`config.mk`:
```
export PLATFORM = sky130hd
export DESIGN_NAME = muldiv_seq
export DESIGN_NICKNAME = d
export VERILOG_FILES = /design/src/rtl/muldiv_pkg.sv /design/src/rtl/cla32.sv /design/src/rtl/muldiv_seq.sv
export SDC_FILE = /design/constraint.sdc
export NUM_CORES = 1
export LEC_CHECK = 0
export CAP_MARGIN = 20
export CORE_UTILIZATION = 35
export CTS_BUF_LIST = sky130_fd_sc_hd__clkbuf_8
export DETAILED_ROUTE_END_ITERATION = 6
export SYNTH_ARGS = -nofsm -noshare
export SYNTH_HDL_FRONTEND = slang
export SYNTH_SLANG_ARGS = --single-unit
```
`constraint.sdc`:
```
create_clock -name clk_i -period 9.1 [get_ports clk_i]
set_clock_uncertainty 0.05 [all_clocks]
set_input_delay 1.82 -clock clk_i [delete_from_list [all_inputs] [get_ports clk_i]]
set_output_delay 1.82 -clock clk_i [all_outputs]
set_load 0.01 [all_outputs]
```
`src/rtl/muldiv_pkg.sv`:
```
`default_nettype none
// +----------------------------------------------------------------------+
// | muldiv_pkg : shared constants for the RV32M multiply/divide sequencer |
// | Rev 1.0                                                              |
// +----------------------------------------------------------------------+
package muldiv_pkg;

  localparam int ITERS   = 32;
  localparam int LATENCY = 37;

  localparam logic [2:0] OP_MUL    = 3'd0;
  localparam logic [2:0] OP_MULH   = 3'd1;
  localparam logic [2:0] OP_MULHSU = 3'd2;
  localparam logic [2:0] OP_MULHU  = 3'd3;
  localparam logic [2:0] OP_DIV    = 3'd4;
  localparam logic [2:0] OP_DIVU   = 3'd5;
  localparam logic [2:0] OP_REM    = 3'd6;
  localparam logic [2:0] OP_REMU   = 3'd7;

  typedef logic [2:0] state_t;

  localparam logic [2:0] ST_IDLE   = 3'd0;
  localparam logic [2:0] ST_PREP_A = 3'd1;
  localparam logic [2:0] ST_PREP_B = 3'd2;
  localparam logic [2:0] ST_CALC   = 3'd3;
  localparam logic [2:0] ST_FIX_LO = 3'd4;
  localparam logic [2:0] ST_FIX_HI = 3'd5;
  localparam logic [2:0] ST_FIN    = 3'd6;

  function automatic logic rs1_signed(input logic [2:0] op);
    return (op == OP_MULH) || (op == OP_MULHSU) || (op == OP_DIV) || (op == OP_REM);
  endfunction

  function automatic logic rs2_signed(input logic [2:0] op);
    return (op == OP_MULH) || (op == OP_DIV) || (op == OP_REM);
  endfunction

  function automatic logic is_div(input logic [2:0] op);
    return op[2];
  endfunction

  function automatic logic is_rem(input logic [2:0] op);
    return op[2] & op[1];
  endfunction

endpackage
`default_nettype wire

```
`src/rtl/cla32.sv`:
```
`default_nettype none
// +----------------------------------------------------------------------+
// | cla32 : 32-bit carry-lookahead adder, 4-bit lookahead groups         |
// | Rev 1.0                                                              |
// +----------------------------------------------------------------------+
module cla32 (
  input  logic [31:0] a_i,
  input  logic [31:0] b_i,
  input  logic        cin_i,
  output logic [31:0] sum_o,
  output logic        of_o
);

  logic [31:0] w_p;
  logic [31:0] w_g;
  logic [31:0] w_c;
  logic [8:0]  w_gc;

  assign w_p     = a_i ^ b_i;
  assign w_g     = a_i & b_i;
  assign w_gc[0] = cin_i;

  for (genvar gi = 0; gi < 8; gi++) begin : g_grp
    localparam int BASE = 4 * gi;
    logic [3:0] p;
    logic [3:0] g;
    logic       c0;

    assign p  = w_p[BASE+3:BASE];
    assign g  = w_g[BASE+3:BASE];
    assign c0 = w_gc[gi];

    assign w_c[BASE]   = c0;
    assign w_c[BASE+1] = g[0] | (p[0] & c0);
    assign w_c[BASE+2] = g[1] | (p[1] & g[0]) | (p[1] & p[0] & c0);
    assign w_c[BASE+3] = g[2] | (p[2] & g[1]) | (p[2] & p[1] & g[0])
                       | (p[2] & p[1] & p[0] & c0);
    assign w_gc[gi+1]  = g[3] | (p[3] & g[2]) | (p[3] & p[2] & g[1])
                       | (p[3] & p[2] & p[1] & g[0]) | ((&p) & c0);
  end

  assign sum_o = w_p ^ w_c;
  assign of_o  = w_gc[8];

endmodule
`default_nettype wire

```
`src/rtl/muldiv_seq.sv`:
```
`default_nettype none
// +----------------------------------------------------------------------+
// | muldiv_seq : iterative RV32M mul/div sequencer sharing one cla32     |
// | Option macro: MULDIV_FASTPATH_EN (zero-operand early finish)         |
// | Rev 1.0                                                              |
// +----------------------------------------------------------------------+
module muldiv_seq
  import muldiv_pkg::*;
#(
  parameter int XLEN = 32
) (
  input  logic            clk_i,
  input  logic            rstn_i,
  input  logic            start_i,
  input  logic            flush_i,
  input  logic [2:0]      op_i,
  input  logic [XLEN-1:0] rs1_i,
  input  logic [XLEN-1:0] rs2_i,
  output logic            busy_o,
  output logic            done_o,
  output logic [XLEN-1:0] result_o
);

  state_t          state_q, state_d;
  logic [2:0]      op_q, op_d;
  logic [XLEN-1:0] rs1_q, rs1_d;
  logic [XLEN-1:0] rs2_q, rs2_d;
  logic [XLEN-1:0] acc_q, acc_d;
  logic [XLEN-1:0] mq_q, mq_d;
  logic [XLEN-1:0] bop_q, bop_d;
  logic [XLEN-1:0] result_q, result_d;
  logic            sa_q, sa_d;
  logic            neg_lo_q, neg_lo_d;
  logic            neg_hi_q, neg_hi_d;
  logic            carry_q, carry_d;
  logic [5:0]      cnt_q, cnt_d;

  logic [XLEN-1:0] w_add_a;
  logic [XLEN-1:0] w_add_b;
  logic [XLEN-1:0] w_add_sum;
  logic            w_add_cin;
  logic            w_add_cout;
  logic            w_sa;
  logic            w_sb;

  assign w_sa = rs1_signed(op_q) & rs1_q[XLEN-1];
  assign w_sb = rs2_signed(op_q) & rs2_q[XLEN-1];

`ifdef MULDIV_FASTPATH_EN
  logic            w_fast;
  logic [XLEN-1:0] w_fast_res;
  assign w_fast     = is_div(op_q) ? (rs2_q == '0) : ((rs1_q == '0) || (rs2_q == '0));
  assign w_fast_res = !is_div(op_q) ? '0 : (is_rem(op_q) ? rs1_q : '1);
`endif

  // Operand mux: a negate is ~x + 1, a pass-through is x + 0 + 0.
  always_comb begin
    w_add_a   = '0;
    w_add_b   = '0;
    w_add_cin = 1'b0;
    case (state_q)
      ST_PREP_A: begin
        w_add_a   = w_sa ? ~rs1_q : rs1_q;
        w_add_cin = w_sa;
      end
      ST_PREP_B: begin
        w_add_a   = w_sb ? ~rs2_q : rs2_q;
        w_add_cin = w_sb;
      end
      ST_CALC: begin
        if (is_div(op_q)) begin
          w_add_a   = {acc_q[XLEN-2:0], mq_q[XLEN-1]};
          w_add_b   = ~bop_q;
          w_add_cin = 1'b1;
        end else begin
          w_add_a   = acc_q;
          w_add_b   = bop_q;
        end
      end
      ST_FIX_LO: begin
        w_add_a   = neg_lo_q ? ~mq_q : mq_q;
        w_add_cin = neg_lo_q;
      end
      ST_FIX_HI: begin
        w_add_a   = neg_hi_q ? ~acc_q : acc_q;
        w_add_cin = neg_hi_q & carry_q;
      end
      default: ;
    endcase
  end

  cla32 u_cla32 (
    .a_i   (w_add_a),
    .b_i   (w_add_b),
    .cin_i (w_add_cin),
    .sum_o (w_add_sum),
    .of_o  (w_add_cout)
  );

  always_comb begin
    state_d  = state_q;
    op_d     = op_q;
    rs1_d    = rs1_q;
    rs2_d    = rs2_q;
    acc_d    = acc_q;
    mq_d     = mq_q;
    bop_d    = bop_q;
    result_d = result_q;
    sa_d     = sa_q;
    neg_lo_d = neg_lo_q;
    neg_hi_d = neg_hi_q;
    carry_d  = carry_q;
    cnt_d    = cnt_q;

    if (flush_i) begin
      state_d = ST_IDLE;
    end else begin
      case (state_q)
        ST_IDLE, ST_FIN: begin
          state_d = ST_IDLE;
          if (start_i) begin
            state_d = ST_PREP_A;
            op_d    = op_i;
            rs1_d   = rs1_i;
            rs2_d   = rs2_i;
          end
        end
        ST_PREP_A: begin
          mq_d    = w_add_sum;
          acc_d   = '0;
          sa_d    = w_sa;
          state_d = ST_PREP_B;
`ifdef MULDIV_FASTPATH_EN
          if (w_fast) begin
            state_d  = ST_FIN;
            result_d = w_fast_res;
          end
`endif
        end
        ST_PREP_B: begin
          bop_d   = w_add_sum;
          cnt_d   = 6'(ITERS - 1);
          state_d = ST_CALC;
          // Lo holds the quotient, hi the remainder; only one of them is fixed for divides.
          if (!is_div(op_q)) begin
            neg_lo_d = sa_q ^ w_sb;
            neg_hi_d = sa_q ^ w_sb;
          end else if (!is_rem(op_q)) begin
            neg_lo_d = (sa_q ^ w_sb) & (rs2_q != '0);
            neg_hi_d = 1'b0;
          end else begin
            neg_lo_d = 1'b0;
            neg_hi_d = sa_q;
          end
        end
        ST_CALC: begin
          if (is_div(op_q)) begin
            if (w_add_cout | acc_q[XLEN-1]) begin
              acc_d = w_add_sum;
              mq_d  = {mq_q[XLEN-2:0], 1'b1};
            end else begin
              acc_d = {acc_q[XLEN-2:0], mq_q[XLEN-1]};
              mq_d  = {mq_q[XLEN-2:0], 1'b0};
            end
          end else if (mq_q[0]) begin
            acc_d = {w_add_cout, w_add_sum[XLEN-1:1]};
            mq_d  = {w_add_sum[0], mq_q[XLEN-1:1]};
          end else begin
            acc_d = {1'b0, acc_q[XLEN-1:1]};
            mq_d  = {acc_q[0], mq_q[XLEN-1:1]};
          end
          if (cnt_q == '0) state_d = ST_FIX_LO;
          else             cnt_d   = cnt_q - 6'd1;
        end
        ST_FIX_LO: begin
          mq_d    = w_add_sum;
          // A lone remainder negate still needs the +1.
          carry_d = neg_lo_q ? w_add_cout : 1'b1;
          state_d = ST_FIX_HI;
        end
        ST_FIX_HI: begin
          acc_d   = w_add_sum;
          state_d = ST_FIN;
          if ((op_q == OP_MUL) || (is_div(op_q) && !is_rem(op_q))) result_d = mq_q;
          else                                                       result_d = w_add_sum;
        end
        default: state_d = ST_IDLE;
      endcase
    end
  end

  always_ff @(posedge clk_i or negedge rstn_i) begin
    if (!rstn_i) begin
      state_q  <= ST_IDLE;
      op_q     <= '0;
      rs1_q    <= '0;
      rs2_q    <= '0;
      acc_q    <= '0;
      mq_q     <= '0;
      bop_q    <= '0;
      result_q <= '0;
      sa_q     <= 1'b0;
      neg_lo_q <= 1'b0;
      neg_hi_q <= 1'b0;
      carry_q  <= 1'b0;
      cnt_q    <= '0;
    end else begin
      state_q  <= state_d;
      op_q     <= op_d;
      rs1_q    <= rs1_d;
      rs2_q    <= rs2_d;
      acc_q    <= acc_d;
      mq_q     <= mq_d;
      bop_q    <= bop_d;
      result_q <= result_d;
      sa_q     <= sa_d;
      neg_lo_q <= neg_lo_d;
      neg_hi_q <= neg_hi_d;
      carry_q  <= carry_d;
      cnt_q    <= cnt_d;
    end
  end

  assign busy_o   = (state_q != ST_IDLE) && (state_q != ST_FIN);
  assign done_o   = (state_q == ST_FIN);
  assign result_o = result_q;

endmodule
`default_nettype wire

```
Yosys cells after proc, flatten, opt, wreduce, memory -nomap -nowiden --
Cells that the tools add are included.
Operators by class: add/sub/neg operators 1, equality and inequality tests 13, muxes and demuxes 30, bitwise gates (word level) 216, reduce and logical (&&, ||, !) cells 35
Operators with widths (count):
- $mux W32 | 13
- $not A32 Y32 | 5
- $pmux W32 S5 | 1
- $and A1 B1 Y1 | 125
- $pmux W32 S3 | 1
- $or A1 B1 Y1 | 81
- $pmux W32 S2 | 1
- $xor A32 B32 Y32 | 2
- $and A32 B32 Y32 | 1
- $reduce_and A4 Y1 | 8
- $reduce_bool A32 Y1 | 1
- $pmux W3 S6 | 1
- $eq A3 B3 Y1 const B | 5
- $pmux W6 S2 | 1
- $reduce_and A2 Y1 | 6
- $eq A3 B2 Y1 const B | 3
- $mux W1 | 8
- $eq A3 B1 Y1 const B | 2
- $logic_not A3 Y1 | 2
- $logic_not A6 Y1 | 1
- $logic_or A1 B1 Y1 | 6
- $mux W3 | 2
- $mux W6 | 1
- $ne A3 B3 Y1 const B | 2
- other kinds (11) | 16
Storage, ports and cells: flip-flop bits (word level) 208, input bits 71, output and inout port bits 34

Logic depth before layout (Yosys ltp) --
depth after elaboration 31, depth in mapped cells 25, mapped depth without buffers 21

Hierarchy --
A second synthesis with hierarchy kept.
Unflattened totals: cell total of the unflattened synthesis 1398, area, all modules 13845.8 um^2
Modules (own cells, without submodules):
- muldiv_seq | times used 1, cells an instance 1232, area each 12484.5 um^2, seq. area each 5205.0 um^2
- cla32 | times used 1, cells an instance 166, area each 1361.3 um^2, seq. area each 0.0 um^2

Worst setup path after synthesis --
Ideal clock, no wire load.
path type register -> register, start reg state_q[2], end reg acc_q[16], library setup time 0.124 ns, arrival time 5.022 ns, data required time 8.926 ns, slack 3.904 ns, cell stages (with the launch flop) 25, path buffers 4, clock period less this slack 5.196 ns, cell sequence dfrtp_1 clkbuf_1 nor2b_1 and2_1 clkbuf_1 nand2_1 o21ai_1 clkbuf_1 nand2_1 o21ai_0 a221oi_1 o221ai_1 ha_1 buf_4 a21o_1 a221oi_1 o21ai_0 o31a_1 or2_2 fa_1 xnor2_1 a21oi_1 o21ai_0 a21oi_1 a211o_1
Between the ends: cells in the longest elaborated chain, start to end 26, elaborated cells on any way between the ends 108, those cells by class 5 x eq/ne; 7 x mux; 86 x bitwise; 10 x reduce/logical
RTL lines:
- from (decl) | line muldiv_seq.sv:24 | state_t state_q, state_d;
- from (signal assigned) | line muldiv_seq.sv:208 | state_q <= state_d;
- $eq A3 B3 Y1 (tied with other cells) | line muldiv_seq.sv:61, muldiv_seq.sv:118
- $pmux W32 S5 or $mux W32 (tied branches) | line muldiv_seq.sv:61 | case (state_q)
- $xor A32 B32 Y32 or $and A32 B32 Y32 (tied branches) | line cla32.sv:19, cla32.sv:20
- $and A1 B1 Y1 (on tied branches) | line cla32.sv:38, cla32.sv:39
- $or A1 B1 Y1 (tied with other cells) | line cla32.sv:38 | assign w_gc[gi+1] = g[3] | (p[3] & g[2]) | (p[3] & p[2] & g[1])
- $or A1 B1 Y1 or $and A1 B1 Y1 (tied branches) | line cla32.sv:38, cla32.sv:39
- $or A1 B1 Y1 (2 in series) | line cla32.sv:39 | | (p[3] & p[2] & p[1] & g[0]) | ((&p) & c0);
- $and A1 B1 Y1 | line cla32.sv:39
- (+9 left out)
- $and A1 B1 Y1 | line cla32.sv:39
- $or A1 B1 Y1 | line cla32.sv:39
- $and A1 B1 Y1 | line cla32.sv:39
- $or A1 B1 Y1 | line cla32.sv:39
- $or A1 B1 Y1 | line muldiv_seq.sv:158 | if (w_add_cout | acc_q[XLEN-1]) begin
- $mux W32 | line muldiv_seq.sv:158
- $mux W32 | line muldiv_seq.sv:157 | if (is_div(op_q)) begin
- $pmux W32 S3 | line muldiv_seq.sv:118 | case (state_q)
- to (signal assigned) | line muldiv_seq.sv:198 | acc_q <= '0;
- to (signal assigned) | line muldiv_seq.sv:212 | acc_q <= acc_d;
- to (decl) | line muldiv_seq.sv:28 | logic [XLEN-1:0] acc_q, acc_d;
Several ways; a longest one is shown, not always the timed one. A chain may end at the register's enable or synchronous reset.

Final worst setup path --
start reg op_q[2], end reg acc_q[25]
Between the ends: cells in the longest elaborated chain, start to end 31, elaborated cells on any way between the ends 122, those cells by class 4 x eq/ne; 12 x mux; 93 x bitwise; 13 x reduce/logical
RTL lines:
- from (decl) | line muldiv_seq.sv:25 | logic [2:0] op_q, op_d;
- from (signal assigned) | line muldiv_seq.sv:209 | op_q <= op_d;
- $eq A3 B1 Y1 or $eq A3 B2 Y1 (tied branches) | line muldiv_pkg.sv:31, muldiv_pkg.sv:35
- $logic_or A1 B1 Y1 (3 in series) | line muldiv_pkg.sv:31 | return (op == OP_MULH) || (op == OP_MULHSU) || (op == OP_DIV) || (op == OP_REM);
- $and A1 B1 Y1 | line muldiv_seq.sv:46 | assign w_sa = rs1_signed(op_q) & rs1_q[XLEN-1];
- $mux W32 | line muldiv_seq.sv:63 | w_add_a = w_sa ? ~rs1_q : rs1_q;
- $pmux W32 S5 | line muldiv_seq.sv:61
- $xor A32 B32 Y32 or $and A32 B32 Y32 (tied branches) | line cla32.sv:19, cla32.sv:20
- $and A1 B1 Y1 (on tied branches) | line cla32.sv:38, cla32.sv:39
- $or A1 B1 Y1 (tied with other cells) | line cla32.sv:38
- (+13 left out)
- $and A1 B1 Y1 | line cla32.sv:39
- $or A1 B1 Y1 | line cla32.sv:39
- $and A1 B1 Y1 | line cla32.sv:39
- $or A1 B1 Y1 | line cla32.sv:39
- $or A1 B1 Y1 | line muldiv_seq.sv:158
- $mux W32 | line muldiv_seq.sv:158
- $mux W32 | line muldiv_seq.sv:157
- $pmux W32 S3 (*) | line muldiv_seq.sv:118
Mark *: on every way between the ends. The rest lies on a longest branch, timed or not.

==> reports/qor.csv <==
stage;metric;value;unit
setup_path;CP Capture Type;register;
routing;drt pass-1 iters;7;
routing;Vias per Instance;5.601;
sta;final worst slack;1.906;ns
final_layout;share of post-route cells with drive strength above 1;11.60;%
synthesis;Post-synth ARST share;100.0;%
final_layout;area of the multi-input gates;0.008220;mm2
synthesis;synth warn;0;
cts;latest clock arrival within the worst-skew pair;0.54;ns
final_layout;nets@finish;1722;
routing;Post-route DRC;0;
cts;postcts setup bufs;0;
min_path;Hold Crit Class;register to register;
global_routing;first-pass GRT wire length;69.25;mm
placed_design;placed insts;2082;
floorplan;die area;0.04050;mm2
cts;PostCTS Resize Cnt;0;
synthesis;Main synth FF type;dfrtp_1;
global_routing;largest net degree at the start of global routing;76;
cts;clock buffer depth;3;
cts;CTS tree;done;
sta;Slew Limit Headroom;24.41;%
floorplan;initial core utilization;35.71;%
power_and_ir_drop;leakage power;6.837;nW
synthesis;Post-Synth XOR/XNOR Area;9.833;%
placed_design;Placement Cell Area;0.01537;mm2
sta;fmax;139.0;MHz
synthesis;Avg Cell Area, Syn;8.971;um2
placed_design;Final HPWL DP;31.21;mm
floorplan;# rows;72;
floorplan;io pins;105;
sta;endpoints failing hold;0;
final_layout;Seq. cell area;0.005209;mm2
setup_path;critical path data required time;9.49;ns
synthesis;post-synthesis simple-gate area fraction;14.42;%
sta;period utilization;79.06;%
cts;Clock Tree Root;clkbuf_8;
global_routing;All-Layer GR Usage;21.72;%
power_and_ir_drop;PD cells;232.4;mW/mm2
setup_path;Worst EP arrival;7.58;ns
final_layout;Ant. Diodes;0;
synthesis;Mapped Cells;1549;
synthesis;Mapped Area;0.01390;mm2
floorplan;Die Span Y;201.3;um
synthesis;sequential element share of the synthesized area;37.46;%
synthesis;multiplexer share of the synthesized area;10.02;%
sta;unrepaired setup endpoints after global routing;no;
cts;Sink Count;208;
floorplan;Die X;201.3;um
final_layout;Fillers;3957;
synthesis;Synthesized Nets;1662;
placed_design;port bufs;104;
cts;H-Tree Depth;2;
sta;post-layout min period;7.194;ns
global_routing;vias in the first global route;11450;
sta;setup_tns;0;ns
power_and_ir_drop;maximum VDD drop;0.1089;mV
global_routing;gr ovfl total;0;
synthesis;Yosys cell types;79;
cts;hold bufs inserted after CTS;0;
status;status;completed;
setup_path;FF-to-FF setup slack;1.91;ns
routing;routed len/inst;20.70;um
sta;worst slew pin tran;1.124;ns
global_routing;antenna violations before repair;0;
synthesis;EDFF count, synth;0;
setup_path;critical path type;register to register;
placed_design;GPL Wtd Cong;0.9439;
synthesis;Post-Synth Adder-Cell Area;4.214;%
placed_design;DP Worst Slack;1.995;ns
setup_path;Critical Path Start Type;register;
final_layout;Layout Area Growth over Synthesis;16.23;%
routing;DR iter-0 viols;908;
floorplan;area of the core;0.03892;mm2
routing;final WL;44.45;mm
synthesis;FF+latch count, synth;208;
run;Max-Cap Viols;0;
sta;Final Setup Violations;0;
sta;Pins Over Slew Limit;0;
setup_path;maximum fanout along the worst path;58;
cts;clk slew on worst S/H paths;0.06;ns
routing;ANT nets after route;0;
synthesis;largest family of logic cells by synthesized area;compound AO/OA/AOI/OAI gates;
final_layout;post-route insts no fill;2148;
routing;DR vias;12030;
cts;CTS buffer count;40;
final_layout;post-route cell area;0.01615;mm2
synthesis;Compound-Gate Fraction of Synth Area;20.27;%
[metal layers]
layer  global-route usage, %  up-vias  part of all wire [%]
met3                   5.377       60                    10
met4                   5.601        0                   2.0
met5                       0        -                     0
met2                   29.67      570                    40
li1                        -     5661                     -
met1                   33.44     5739                    48
[cell families after synthesis]
logic type               count (synthesis)
multiplexers                           129
adder cells (fa/ha/maj)                 42
XOR/XNOR                               156
buffers and inverters                  130
AND/OR/NAND/NOR                        456
AO/OA/AOI/OAI                          428
flip-flops                             208
[sequential cells by signal, indices dropped and copies added, names as in the netlist]
name	cells
acc_q	32
bop_q	32
mq_q	32
result_o	32
rs1_q	32
rs2_q	32
cnt_q	6
op_q	3
state_q	3
carry_q	1
neg_hi_q	1
neg_lo_q	1
sa_q	1
[area by class of cell]
cell class              count  area share, %
clock buffers              46          3.920
clock inverters            17         0.4029
inverters                  16         0.3719
multi-input cells        1211          50.90
flip-flops and latches    208          32.25
well taps                 518          4.013
repair buffers            132          8.142
[placed cells by master (no fill, tap or decap), types with 4 or more instances in the layout]
cell / synthesis / final
nor4_1: 10 / 10
a221oi_1: 33 / 33
xor2_1: 108 / 108
nor2b_1: 12 / 12
o22a_1: 5 / 5
nand2b_1: 6 / 5
and2_1: 9 / 9
nor3_1: 19 / 19
o22ai_1: 7 / 7
o21ai_0: 142 / 142
clkdlybuf4s50_1: 0 / 103
nand4_1: 4 / 4
a21o_1: 12 / 12
o211ai_1: 12 / 12
o21bai_1: 5 / 5
dfrtp_1: 208 / 207
fa_1: 8 / 8
a21oi_1: 90 / 89
a221o_1: 6 / 6
mux2_2: 81 / 81
nand2_1: 232 / 230
o31ai_1: 4 / 4
a31oi_1: 13 / 13
mux2i_1: 48 / 48
o21ai_1: 8 / 5
nand3_1: 13 / 13
clkbuf_8: 0 / 47
a211oi_1: 20 / 20
xnor2_1: 48 / 48
nor2_1: 118 / 116
and3_1: 9 / 9
inv_1: 16 / 32
buf_4: 4 / 25
o221ai_1: 34 / 34
ha_1: 34 / 34
[Yosys cell counts, types with 3 or more instances]
cell / count / share of area [%]
a211oi_1: 20 / 1.1
fa_1: 8 / 1.2
and3b_1: 3 / 0.19
nand2b_1: 6 / 0.27
o2111ai_1: 3 / 0.19
inv_1: 16 / 0.43
nand4_1: 4 / 0.18
nand2_1: 232 / 6.3
a22oi_1: 3 / 0.16
o211ai_1: 12 / 0.65
o31ai_1: 4 / 0.22
clkbuf_1: 91 / 2.5
o221ai_1: 34 / 2.1
o21ai_1: 8 / 0.29
and3_1: 9 / 0.41
a221oi_1: 33 / 2.1
and2_1: 9 / 0.41
xor2_1: 108 / 6.8
buf_4: 4 / 0.22
nor4_1: 10 / 0.45
o21ai_0: 142 / 5.1
buf_1: 11 / 0.30
dfrtp_1: 208 / 37
a31oi_1: 13 / 0.59
nor2_1: 118 / 3.2
xnor2_1: 48 / 3.0
o22a_1: 5 / 0.32
a21oi_1: 90 / 3.2
o22ai_1: 7 / 0.32
mux2i_1: 48 / 3.5
nor3_1: 19 / 0.68
nor2b_1: 12 / 0.54
nand3_1: 13 / 0.47
mux2_2: 81 / 6.6
ha_1: 34 / 3.1
or3_1: 3 / 0.14
a221o_1: 6 / 0.43
o21bai_1: 5 / 0.27
buf_2: 6 / 0.22
a21o_1: 12 / 0.65
[worst max-delay path, cell delays in order, from the launching register on]
cell and delay, ns:
dfrtp_4 1.03, inv_1 0.57, nand2_1 0.36, o21ai_2 0.08, buf_4 0.27, nand2_1 0.10
o21ai_0 0.07, a221oi_1 0.58, o221ai_1 0.31, ha_1 0.32, a21o_1 0.20, a221oi_1 0.37
o21ai_0 0.36, o31a_1 0.39, o21ai_0 0.27, nand2b_1 0.14, fa_1 0.45, xnor2_1 0.55
o21ai_0 0.18, o21ai_1 0.11, a21oi_1 0.08, a21o_1 0.21
[metrics by stage]
stage / power (mW) / utilization [%] / hold WS, ns
final: 3.753 / 41.50 / 0.4233
after global routing: 3.995 / 41.50 / 0.4427
after CTS: 3.752 / 41.29 / 0.4326
after detailed placement: 2.880 / 39.49 / 0.4204
after global placement: 2.856 / 39.49 / 0.4143
after floorplan: 2.382 / - / 0.4168
[power by group]
part	internal (mW)	switching, mW	total (mW)
combinational	0.592	0.832	1.42
clock	0.452	0.400	0.852
sequential	1.15	0.330	1.48
total	2.19	1.56	3.75
[final timing paths]
kind,start,depth (start not counted),end
worst max register to register,op_q[2],21,acc_q[25]
max in group asynchronous,rstn_i,3,state_q[2]
worst max-delay path,op_q[2],21,acc_q[25]
worst min register to register,result_o[0],2,result_o[0]
worst min-delay path,result_o[0],2,result_o[0]
min in group asynchronous,rstn_i,1,rs2_q[29]
Note: power is estimated with default switching activity, not from simulation.
